$ cat src/rtl/agp32_mem_seq_pkg.sv
// Shared types for the agp32 memory/accelerator/interrupt sequencer.
// Holds the bus command codes, request op codes, FSM states and a width helper.
package agp32_mem_seq_pkg;

  typedef enum logic [2:0] {
    CMD_NONE      = 3'd0,
    CMD_REFRESH   = 3'd1,
    CMD_READ      = 3'd2,
    CMD_WRITE     = 3'd3,
    CMD_INTERRUPT = 3'd4
  } cmd_t;

  typedef enum logic [2:0] {
    OP_NONE       = 3'd0,
    OP_LOAD       = 3'd1,
    OP_LOAD_BYTE  = 3'd2,
    OP_STORE      = 3'd3,
    OP_STORE_BYTE = 3'd4,
    OP_ACC        = 3'd5,
    OP_INT        = 3'd6
  } op_t;

  typedef enum logic [2:0] {
    S_INIT     = 3'd0,
    S_IDLE     = 3'd1,
    S_MEM_WAIT = 3'd2,
    S_ACC_WAIT = 3'd3,
    S_INT_WAIT = 3'd4,
    S_ERROR    = 3'd5
  } state_t;

  // Index width for n items, never narrower than one bit.
  function automatic int width_min1(input int n);
    return (n > 1) ? $clog2(n) : 1;
  endfunction

endpackage

$ cat src/rtl/agp32_byte_lane.sv
// Combinational byte-lane helper: store strobe/replication and load byte extraction.
// Purely a function of its inputs; the sequencer registers the results.
module agp32_byte_lane
  import agp32_mem_seq_pkg::*;
#(
  parameter  int DATA_W = 32,
  localparam int LANES  = DATA_W / 8,
  localparam int LANE_W = width_min1(LANES)
) (
  input  logic [LANE_W-1:0] st_lane,
  input  logic [7:0]        st_byte,
  output logic [LANES-1:0]  st_strb,
  output logic [DATA_W-1:0] st_data,
  input  logic [LANE_W-1:0] ld_lane,
  input  logic [DATA_W-1:0] ld_data,
  output logic [DATA_W-1:0] ld_byte
);

  always_comb begin
    st_strb = '0;
    st_data = '0;
    ld_byte = '0;
    for (int i = 0; i < LANES; i++) begin
      st_strb[i]        = (st_lane == LANE_W'(i));
      st_data[i*8 +: 8] = st_byte;
      if (ld_lane == LANE_W'(i)) ld_byte[7:0] = ld_data[i*8 +: 8];
    end
  end

endmodule

$ cat src/rtl/agp32_mem_seq.sv
// agp32 MEM-stage sequencer: one request at a time to bus, accelerators or interrupts.
// Optional watchdog enabled by defining AGP32_MEM_SEQ_TIMEOUT_EN.
//
// Handshake: a request transfers on a rising edge where req_valid && req_ready;
// req_ready is high only in IDLE with mem_ready=1, and fields must be stable while valid.
module agp32_mem_seq
  import agp32_mem_seq_pkg::*;
#(
  parameter  int DATA_W      = 32,
  parameter  int ADDR_W      = 32,
  parameter  int ACC_CH      = 2,
  parameter  int TIMEOUT_CYC = 1024,
  localparam int SEL_W       = width_min1(ACC_CH),
  localparam int LANES       = DATA_W / 8,
  localparam int LANE_W      = width_min1(LANES)
) (
  input  logic                     clk,
  input  logic                     rst_n,
  input  logic                     req_valid,
  output logic                     req_ready,
  input  logic [2:0]               req_op,
  input  logic [ADDR_W-1:0]        req_addr,
  input  logic [DATA_W-1:0]        req_wdata,
  input  logic [SEL_W-1:0]         req_acc_sel,
  input  logic                     mem_start_ready,
  input  logic                     mem_ready,
  input  logic [1:0]               mem_error,
  output cmd_t                     command,
  output logic [ADDR_W-1:0]        data_addr,
  output logic [DATA_W-1:0]        data_wdata,
  output logic [LANES-1:0]         data_wstrb,
  input  logic [DATA_W-1:0]        data_rdata,
  output logic [DATA_W-1:0]        acc_arg,
  output logic [ACC_CH-1:0]        acc_arg_valid,
  input  logic [ACC_CH*DATA_W-1:0] acc_res,
  input  logic [ACC_CH-1:0]        acc_res_valid,
  output logic                     interrupt_req,
  input  logic                     interrupt_ack,
  output logic                     rsp_valid,
  output logic [DATA_W-1:0]        rsp_data,
  output logic                     fault,
  output state_t                   dbg_state
);

  state_t              state, state_n;
  op_t                 op_q, op_n;
  logic [LANE_W-1:0]   lane_q, lane_n;
  logic [ACC_CH-1:0]   sel_q, sel_n;
  logic                int_pend, int_pend_n;
  logic                silent, silent_n;
  cmd_t                command_n;
  logic [ADDR_W-1:0]   data_addr_n;
  logic [DATA_W-1:0]   data_wdata_n;
  logic [LANES-1:0]    data_wstrb_n;
  logic [DATA_W-1:0]   acc_arg_n;
  logic [ACC_CH-1:0]   acc_arg_valid_n;
  logic                interrupt_req_n;
  logic                rsp_valid_n;
  logic [DATA_W-1:0]   rsp_data_n;
  logic                fault_n;
  logic                wd_expire;

  logic [LANE_W-1:0]   req_lane;
  logic [ACC_CH-1:0]   req_sel_onehot;
  logic [LANES-1:0]    st_strb;
  logic [DATA_W-1:0]   st_data;
  logic [DATA_W-1:0]   ld_byte;
  logic [DATA_W-1:0]   acc_pick;
  logic                acc_hit;

  assign req_ready = (state == S_IDLE) && mem_ready;
  assign dbg_state = state;
  assign req_lane  = (LANES > 1) ? req_addr[LANE_W-1:0] : '0;

  agp32_byte_lane #(.DATA_W(DATA_W)) u_lane (
    .st_lane (req_lane),
    .st_byte (req_wdata[7:0]),
    .st_strb (st_strb),
    .st_data (st_data),
    .ld_lane (lane_q),
    .ld_data (data_rdata),
    .ld_byte (ld_byte)
  );

  // Channel selection kept one-hot so out-of-range selects simply match nothing.
  always_comb begin
    req_sel_onehot = '0;
    acc_pick       = '0;
    for (int i = 0; i < ACC_CH; i++) begin
      req_sel_onehot[i] = (req_acc_sel == SEL_W'(i));
      if (sel_q[i]) acc_pick = acc_pick | acc_res[i*DATA_W +: DATA_W];
    end
    acc_hit = |(acc_res_valid & sel_q);
  end

`ifdef AGP32_MEM_SEQ_TIMEOUT_EN
  localparam int WD_W = $clog2(TIMEOUT_CYC + 1);
  logic [WD_W-1:0] wd_cnt;
  logic            in_wait;

  assign in_wait   = (state == S_MEM_WAIT) || (state == S_ACC_WAIT) || (state == S_INT_WAIT);
  assign wd_expire = in_wait && ((wd_cnt + 1'b1) == WD_W'(TIMEOUT_CYC));

  // Restarts on every entry into a wait state, including MEM_WAIT -> INT_WAIT.
  always_ff @(posedge clk or negedge rst_n) begin
    if (!rst_n)                          wd_cnt <= '0;
    else if (!in_wait || state_n != state) wd_cnt <= '0;
    else                                 wd_cnt <= wd_cnt + 1'b1;
  end
`else
  // Watchdog absent: wait states never time out.
  assign wd_expire = (TIMEOUT_CYC < 0);
`endif

  always_comb begin
    state_n         = state;
    op_n            = op_q;
    lane_n          = lane_q;
    sel_n           = sel_q;
    int_pend_n      = int_pend;
    silent_n        = silent;
    command_n       = CMD_NONE;
    data_addr_n     = data_addr;
    data_wdata_n    = data_wdata;
    data_wstrb_n    = data_wstrb;
    acc_arg_n       = acc_arg;
    acc_arg_valid_n = '0;
    interrupt_req_n = interrupt_req;
    rsp_valid_n     = 1'b0;
    rsp_data_n      = rsp_data;
    fault_n         = fault;

    case (state)
      S_INIT: begin
        if (mem_start_ready) begin
          command_n  = CMD_REFRESH;
          silent_n   = 1'b1;
          int_pend_n = 1'b0;
          state_n    = S_MEM_WAIT;
        end
      end

      S_IDLE: begin
        if (req_valid && req_ready) begin
          op_n       = op_t'(req_op);
          lane_n     = req_lane;
          sel_n      = req_sel_onehot;
          int_pend_n = 1'b0;
          silent_n   = 1'b0;
          case (op_t'(req_op))
            OP_LOAD, OP_LOAD_BYTE: begin
              command_n   = CMD_READ;
              data_addr_n = req_addr;
              state_n     = S_MEM_WAIT;
            end
            OP_STORE: begin
              command_n    = CMD_WRITE;
              data_addr_n  = req_addr;
              data_wdata_n = req_wdata;
              data_wstrb_n = '1;
              state_n      = S_MEM_WAIT;
            end
            OP_STORE_BYTE: begin
              command_n    = CMD_WRITE;
              data_addr_n  = req_addr;
              data_wdata_n = st_data;
              data_wstrb_n = st_strb;
              state_n      = S_MEM_WAIT;
            end
            OP_ACC: begin
              acc_arg_n       = req_wdata;
              acc_arg_valid_n = req_sel_onehot;
              state_n         = S_ACC_WAIT;
            end
            OP_INT: begin
              command_n   = CMD_INTERRUPT;
              data_addr_n = '0;
              int_pend_n  = 1'b1;
              state_n     = S_MEM_WAIT;
            end
            default: begin
              rsp_valid_n = 1'b1;
              rsp_data_n  = '0;
            end
          endcase
        end
      end

      // The issue cycle still shows the command, so it can never count as completion.
      S_MEM_WAIT: begin
        if (mem_ready && command == CMD_NONE) begin
          if (int_pend) begin
            interrupt_req_n = 1'b1;
            state_n         = S_INT_WAIT;
          end else begin
            state_n = S_IDLE;
            if (!silent) begin
              rsp_valid_n = 1'b1;
              case (op_q)
                OP_LOAD:      rsp_data_n = data_rdata;
                OP_LOAD_BYTE: rsp_data_n = ld_byte;
                default:      rsp_data_n = '0;
              endcase
            end
          end
        end
      end

      // Valid seen during the argument pulse belongs to an older transaction.
      S_ACC_WAIT: begin
        if (acc_arg_valid == '0 && acc_hit) begin
          rsp_valid_n = 1'b1;
          rsp_data_n  = acc_pick;
          state_n     = S_IDLE;
        end
      end

      S_INT_WAIT: begin
        if (interrupt_ack) begin
          interrupt_req_n = 1'b0;
          rsp_valid_n     = 1'b1;
          rsp_data_n      = '0;
          state_n         = S_IDLE;
        end
      end

      S_ERROR: ;

      default: state_n = S_ERROR;
    endcase

    if (mem_error != 2'b00 || wd_expire) begin
      state_n         = S_ERROR;
      fault_n         = 1'b1;
      command_n       = CMD_NONE;
      acc_arg_valid_n = '0;
      interrupt_req_n = 1'b0;
      rsp_valid_n     = 1'b0;
    end
  end

  always_ff @(posedge clk or negedge rst_n) begin
    if (!rst_n) begin
      state         <= S_INIT;
      op_q          <= OP_NONE;
      lane_q        <= '0;
      sel_q         <= '0;
      int_pend      <= 1'b0;
      silent        <= 1'b0;
      command       <= CMD_NONE;
      data_addr     <= '1;
      data_wdata    <= '0;
      data_wstrb    <= '0;
      acc_arg       <= '0;
      acc_arg_valid <= '0;
      interrupt_req <= 1'b0;
      rsp_valid     <= 1'b0;
      rsp_data      <= '0;
      fault         <= 1'b0;
    end else begin
      state         <= state_n;
      op_q          <= op_n;
      lane_q        <= lane_n;
      sel_q         <= sel_n;
      int_pend      <= int_pend_n;
      silent        <= silent_n;
      command       <= command_n;
      data_addr     <= data_addr_n;
      data_wdata    <= data_wdata_n;
      data_wstrb    <= data_wstrb_n;
      acc_arg       <= acc_arg_n;
      acc_arg_valid <= acc_arg_valid_n;
      interrupt_req <= interrupt_req_n;
      rsp_valid     <= rsp_valid_n;
      rsp_data      <= rsp_data_n;
      fault         <= fault_n;
    end
  end

endmodule

$ cat config.mk
export PLATFORM = sky130hd
export DESIGN_NAME = agp32_mem_seq
export DESIGN_NICKNAME = d
export VERILOG_FILES = /design/src/rtl/agp32_mem_seq_pkg.sv /design/src/rtl/agp32_byte_lane.sv /design/src/rtl/agp32_mem_seq.sv
export SDC_FILE = /design/constraint.sdc
export NUM_CORES = 1
export LEC_CHECK = 0
export ABC_AREA = 1
export ABC_CLOCK_PERIOD_IN_PS = 1580
export CAP_MARGIN = 25
export CORE_MARGIN = 2
export CORE_UTILIZATION = 42
export CTS_BUF_LIST = sky130_fd_sc_hd__clkbuf_4
export CTS_CLUSTER_SIZE = 24
export DETAILED_ROUTE_END_ITERATION = 12
export PLACE_DENSITY = 0.8
export SLEW_MARGIN = 25
export SYNTH_ARGS = -nofsm -noshare
export SYNTH_HDL_FRONTEND = slang
export SYNTH_HIERARCHICAL = 1
export SYNTH_SLANG_ARGS = --single-unit
$ cat constraint.sdc
create_clock -name clk -period 1.58 [get_ports clk]
set_input_delay 0.158 -clock clk [delete_from_list [all_inputs] [get_ports clk]]
set_output_delay 0.158 -clock clk [all_outputs]
set_load 0.05 [all_outputs]
==> impl_summary.md, run 1 <==
Global route
The sum of overflow across all layers after global routing is 0. The number of antenna violations at the first check in global routing is 1. The pin count of the biggest net entering global routing is a little over 50. The first global-routing pass estimated about 49000 µm of wire. The number of global-route vias before repair is about 9200. For this run, the total global-route usage over all layers was measured as a little under 30%.

Setup path
The terminus of the critical flop-to-flop path is rsp_data[24]$_DFFE_PN0P_. Among all stages on the critical path, the largest delay is contributed by dfrtp_2. The worst setup path is of the reg2reg kind.

By instance count, the cell type seen most on the critical path is nand2_2. The critical register-to-register path startpoint is dbg_state[1]$_DFFE_PN0P_. Following the worst setup path forward leads to its endpoint at rsp_data[24]$_DFFE_PN0P_. Traced cell by cell, the critical path runs through buf_6 > nand2_4 > nor2_4 > nand2_2 > nor3_4 > nor2_2 > buf_6 > nand2_8 > buf_12 > buf_12 > nand2_2 > nand2_2. For the worst setup path, the data arrival time is ~2.3 ns. For this run, the slowest stage of the critical path takes 0.43 ns. The required time of the critical path is slightly above 2 ns. The startpoint of the worst setup timing path is dbg_state[1]$_DFFE_PN0P_. The cell count of the worst reg-to-reg path is 12.

For flop-to-flop paths, the worst setup slack is -0.26 ns. The sort of element at the start of the critical path is a flop. The maximum fanout count along the critical path is 6. The worst setup path is captured at a flop.

Status
The flow ran to the end, but the final reports show violations. The checks that failed: setup timing.

Cells and area
The sequential cell area is approximately 3800 µm². At the end of the flow, the number of nets in the layout was between 1500 and 2000. Cells with a size suffix above 1 make up roughly two fifths of the layout. The area growth from synthesis to layout is 72.6%.

The most common cell after layout, fill and taps aside is nand2_1. The number of filler instances in the final layout is 1304. The top cell types in the final layout, fill and taps aside, are nand2_1 (243), buf_4 (182), clkdlybuf4s50_1 (172). Summing all multi-input logic gate instances after layout gives between 4000 and 5000 µm².

The final cell count without fillers is roughly 1800.

Clock network
The buffer depth of the longest clock path is 2. In this run the number of H-tree levels came out at 4. The register clock-pin slew on the reported worst setup and hold paths is 0.16 ns. Buffers inserted during clock tree synthesis total 17. Counting every sink on the clock net gives roughly 150. The CTS tree is built. The clock network latency to the later pin of the worst-skew pair is approximately 0.57 ns. CTS placed an instance of clkbuf_4 at the clock tree root.

Routing
The final routed wire length divided by cell count is 20.1 µm. The final routed wirelength across all metal layers is approximately 35000 µm. After detailed routing, the number of remaining DRC violations is 0.

The detailed router placed 9603 vias in this run. For this block, the initial DRC count from the detailed router was 577. The average vias per placed instance is roughly 5.4.

The remaining antenna violation count is 0. The first detailed-routing pass took 6 iterations.

Timing
The time the final worst path needs with I/O delays and setup is 1.84 ns. Setup violations remaining at the end of the flow were counted as about 140. The minimum hold slack is 0.0998 ns. The worst setup slack after layout is -0.255 ns. The number of max-slew violations in the final report is 0. The hold violation total from the final report is 0. The maximum clock frequency is about 0.54 GHz. The share of the clock period used by the worst path after layout is 116%. Setup repair after global routing could not meet its margin everywhere. Across the routed clock network, the largest skew measured is about 0.028 ns.

Synth
Yosys printed 6 warnings. Of the synthesized area, sequential elements account for between 40% and 50%. In this run, synthesis produced a sequential element count of 152. The post-synthesis cell type count is 30. The count of mapped cells out of synthesis is between 1000 and 1500. In this run the mean area of a mapped cell was ~7.6 µm². The combined area of all synthesized cells is 8430 µm².

Power and ir drop
IR analysis of the VDD net gives a maximum drop of ~1.3 mV. In this run the power density over the cells is roughly 1500 nW/µm². The leakage power figure is roughly 7.2 nW.

Min path
The class of the tightest hold or removal check is in2reg. The startpoint identified for the worst hold timing path is req_addr[29].

Die
The die height is around 150 µm. The die covers roughly 21000 µm². After floorplanning, the core was sized to cover about 20000 µm². The die width is roughly 150 µm. The initial utilization of the core area, before any placement, comes to between 40% and 50%. The number of cell rows is slightly above 50.

The count of boundary I/O pins is approximately 320.

Place
The post-DP HPWL is 20700 µm. During placement, the flow inserted port buffers numbering ~320. At the end of routability-driven placement, the weighted congestion stood at 0.883.

At the placement stage, the worst setup path has a slack of -0.365 ns. After detailed placement, the design holds a cell count of roughly 1700.

Run
Max-cap violations in this run came to 0.
-- worst min path at each step --
stage | end | slack, ns | cells after the start
finish | data_addr[29]$_DFFE_PN1P_ | 0.1 | 3
global route | data_addr[29]$_DFFE_PN1P_ | 0.04 | 3
CTS | fault$_DFFE_PN0N_ | 0.006 | 2
detailed placement | interrupt_req$_DFFE_PN0P_ | 0.05 | 1
global placement | interrupt_req$_DFFE_PN0P_ | 0.05 | 1
floorplan | acc_arg[0]$_DFFE_PN0P_ | -0.14 | 0
-- per-stage QoR --
| step | setup TNS [ns] | utilization, % | area, µm² | power (mW) |
|---|---|---|---|---|
| floorplan | -43.22 | - | 8630 | 13.2 |
| global placement | -23.36 | 60.1 | 11800 | 16.9 |
| detailed placement | -29.85 | 60.1 | 11800 | 17.1 |
| CTS | -13.70 | 67.0 | 13100 | 20.6 |
| global route | -31.22 | 74.2 | 14500 | 23.1 |
| finish | -21.37 | 74.2 | 14500 | 22.2 |
-- layout make-up --
class                   count  area share, %
flip-flops and latches    152           26.5
diodes                      1         0.0172
well taps                 265           2.28
multi-input cells         767           32.2
clock buffers              18          0.929
clock inverters            14           1.11
repair buffers            459           34.5
inverters                  92           2.46
-- state kept, by name, indices dropped and copies added (netlist names) --
register,flops
acc_arg_valid,2
interrupt_req,1
data_addr,32
dbg_state,3
op_q,3
data_wstrb,4
command,3
data_wdata,32
lane_q,2
int_pend,1
fault,1
silent,1
rsp_valid,1
acc_arg,32
rsp_data,32
sel_q,2
-- worst max-delay path, delay by kind of cell (launching register included) --
kind | cells | cell delay (ns)
flip-flops | 1 | 0.43
buffers and inverters | 4 | 0.55
AND/OR/NAND/NOR | 8 | 0.78
-- layer usage --
| layer | share of wire (%) | global-route usage, % | routed length [µm] | vias up |
|---|---|---|---|---|
| li1 | - | - | - | 4303 |
| met1 | 36 | 34.6 | 12800 | 4578 |
| met2 | 50 | 49.7 | 17700 | 577 |
| met3 | 8.5 | 8.21 | 3030 | 145 |
| met4 | 5.6 | 13.5 | 2000 | 0 |
| met5 | 0 | 0 | 0 | - |
-- logic make-up after synthesis --
kind of cell	Yosys count	synth area share (%)
other	1	0.0445
flip-flops	152	45.6
AO/OA/AOI/OAI	211	14.1
AND/OR/NAND/NOR	530	27.0
buffers and inverters	219	13.3
-- synth_stat cells --
cell | instances | area, µm²
a21oi_1 | 4 | 20.0
nor3_1 | 4 | 20.0
nand2_4 | 3 | 33.8
dfstp_2 | 32 | 841
o21ba_2 | 1 | 10.0
a22o_1 | 32 | 280
conb_1 | 1 | 3.75
nor2_1 | 20 | 75.1
buf_6 | 7 | 78.8
nand3_4 | 1 | 17.5
nand3_1 | 130 | 651
nor2_2 | 2 | 12.5
clkbuf_1 | 42 | 158
or2_2 | 1 | 6.26
o21ai_0 | 154 | 771
o211ai_1 | 1 | 7.51
buf_4 | 59 | 443
inv_2 | 4 | 15.0
nand3b_1 | 1 | 7.51
nand4_1 | 10 | 62.6
o21ai_1 | 18 | 90.1
nand2_2 | 2 | 12.5
dfrtp_1 | 120 | 3000
nor2_4 | 5 | 56.3
inv_4 | 1 | 6.26
buf_1 | 2 | 7.51
buf_2 | 17 | 85.1
nand2_1 | 351 | 1320
o21a_1 | 1 | 7.51
inv_1 | 87 | 327
-- where the power goes --
group	switching (mW)	internal [mW]
logic	8.08	4.97
registers	1.15	5.34
clock network	1.64	0.996
total	10.9	11.3
-- repair_timing --
item                                    4_1_cts  5_1_grt
endpoints found under the hold margin       148        5
hold buffers                                  1        1
cloned                                       16       13
setup buffers                                30       20
resized for setup                           115      291
endpoints found under the setup margin      129      149
pin swaps                                    12       34
No activity file was read; power rests on OpenSTA's default activity.
==> run 2, diff against run 1 <==
CAP_MARGIN = 0   (was 25)
==> results of run 2 <==
Same layout as run 1: the final DEF is identical, and so are final timing and power.
==> run 3, diff against run 2 <==
SLEW_MARGIN = default   (was 25)
==> results of run 3 <==
Same layout as run 1: the final DEF is identical, and so are final timing and power.
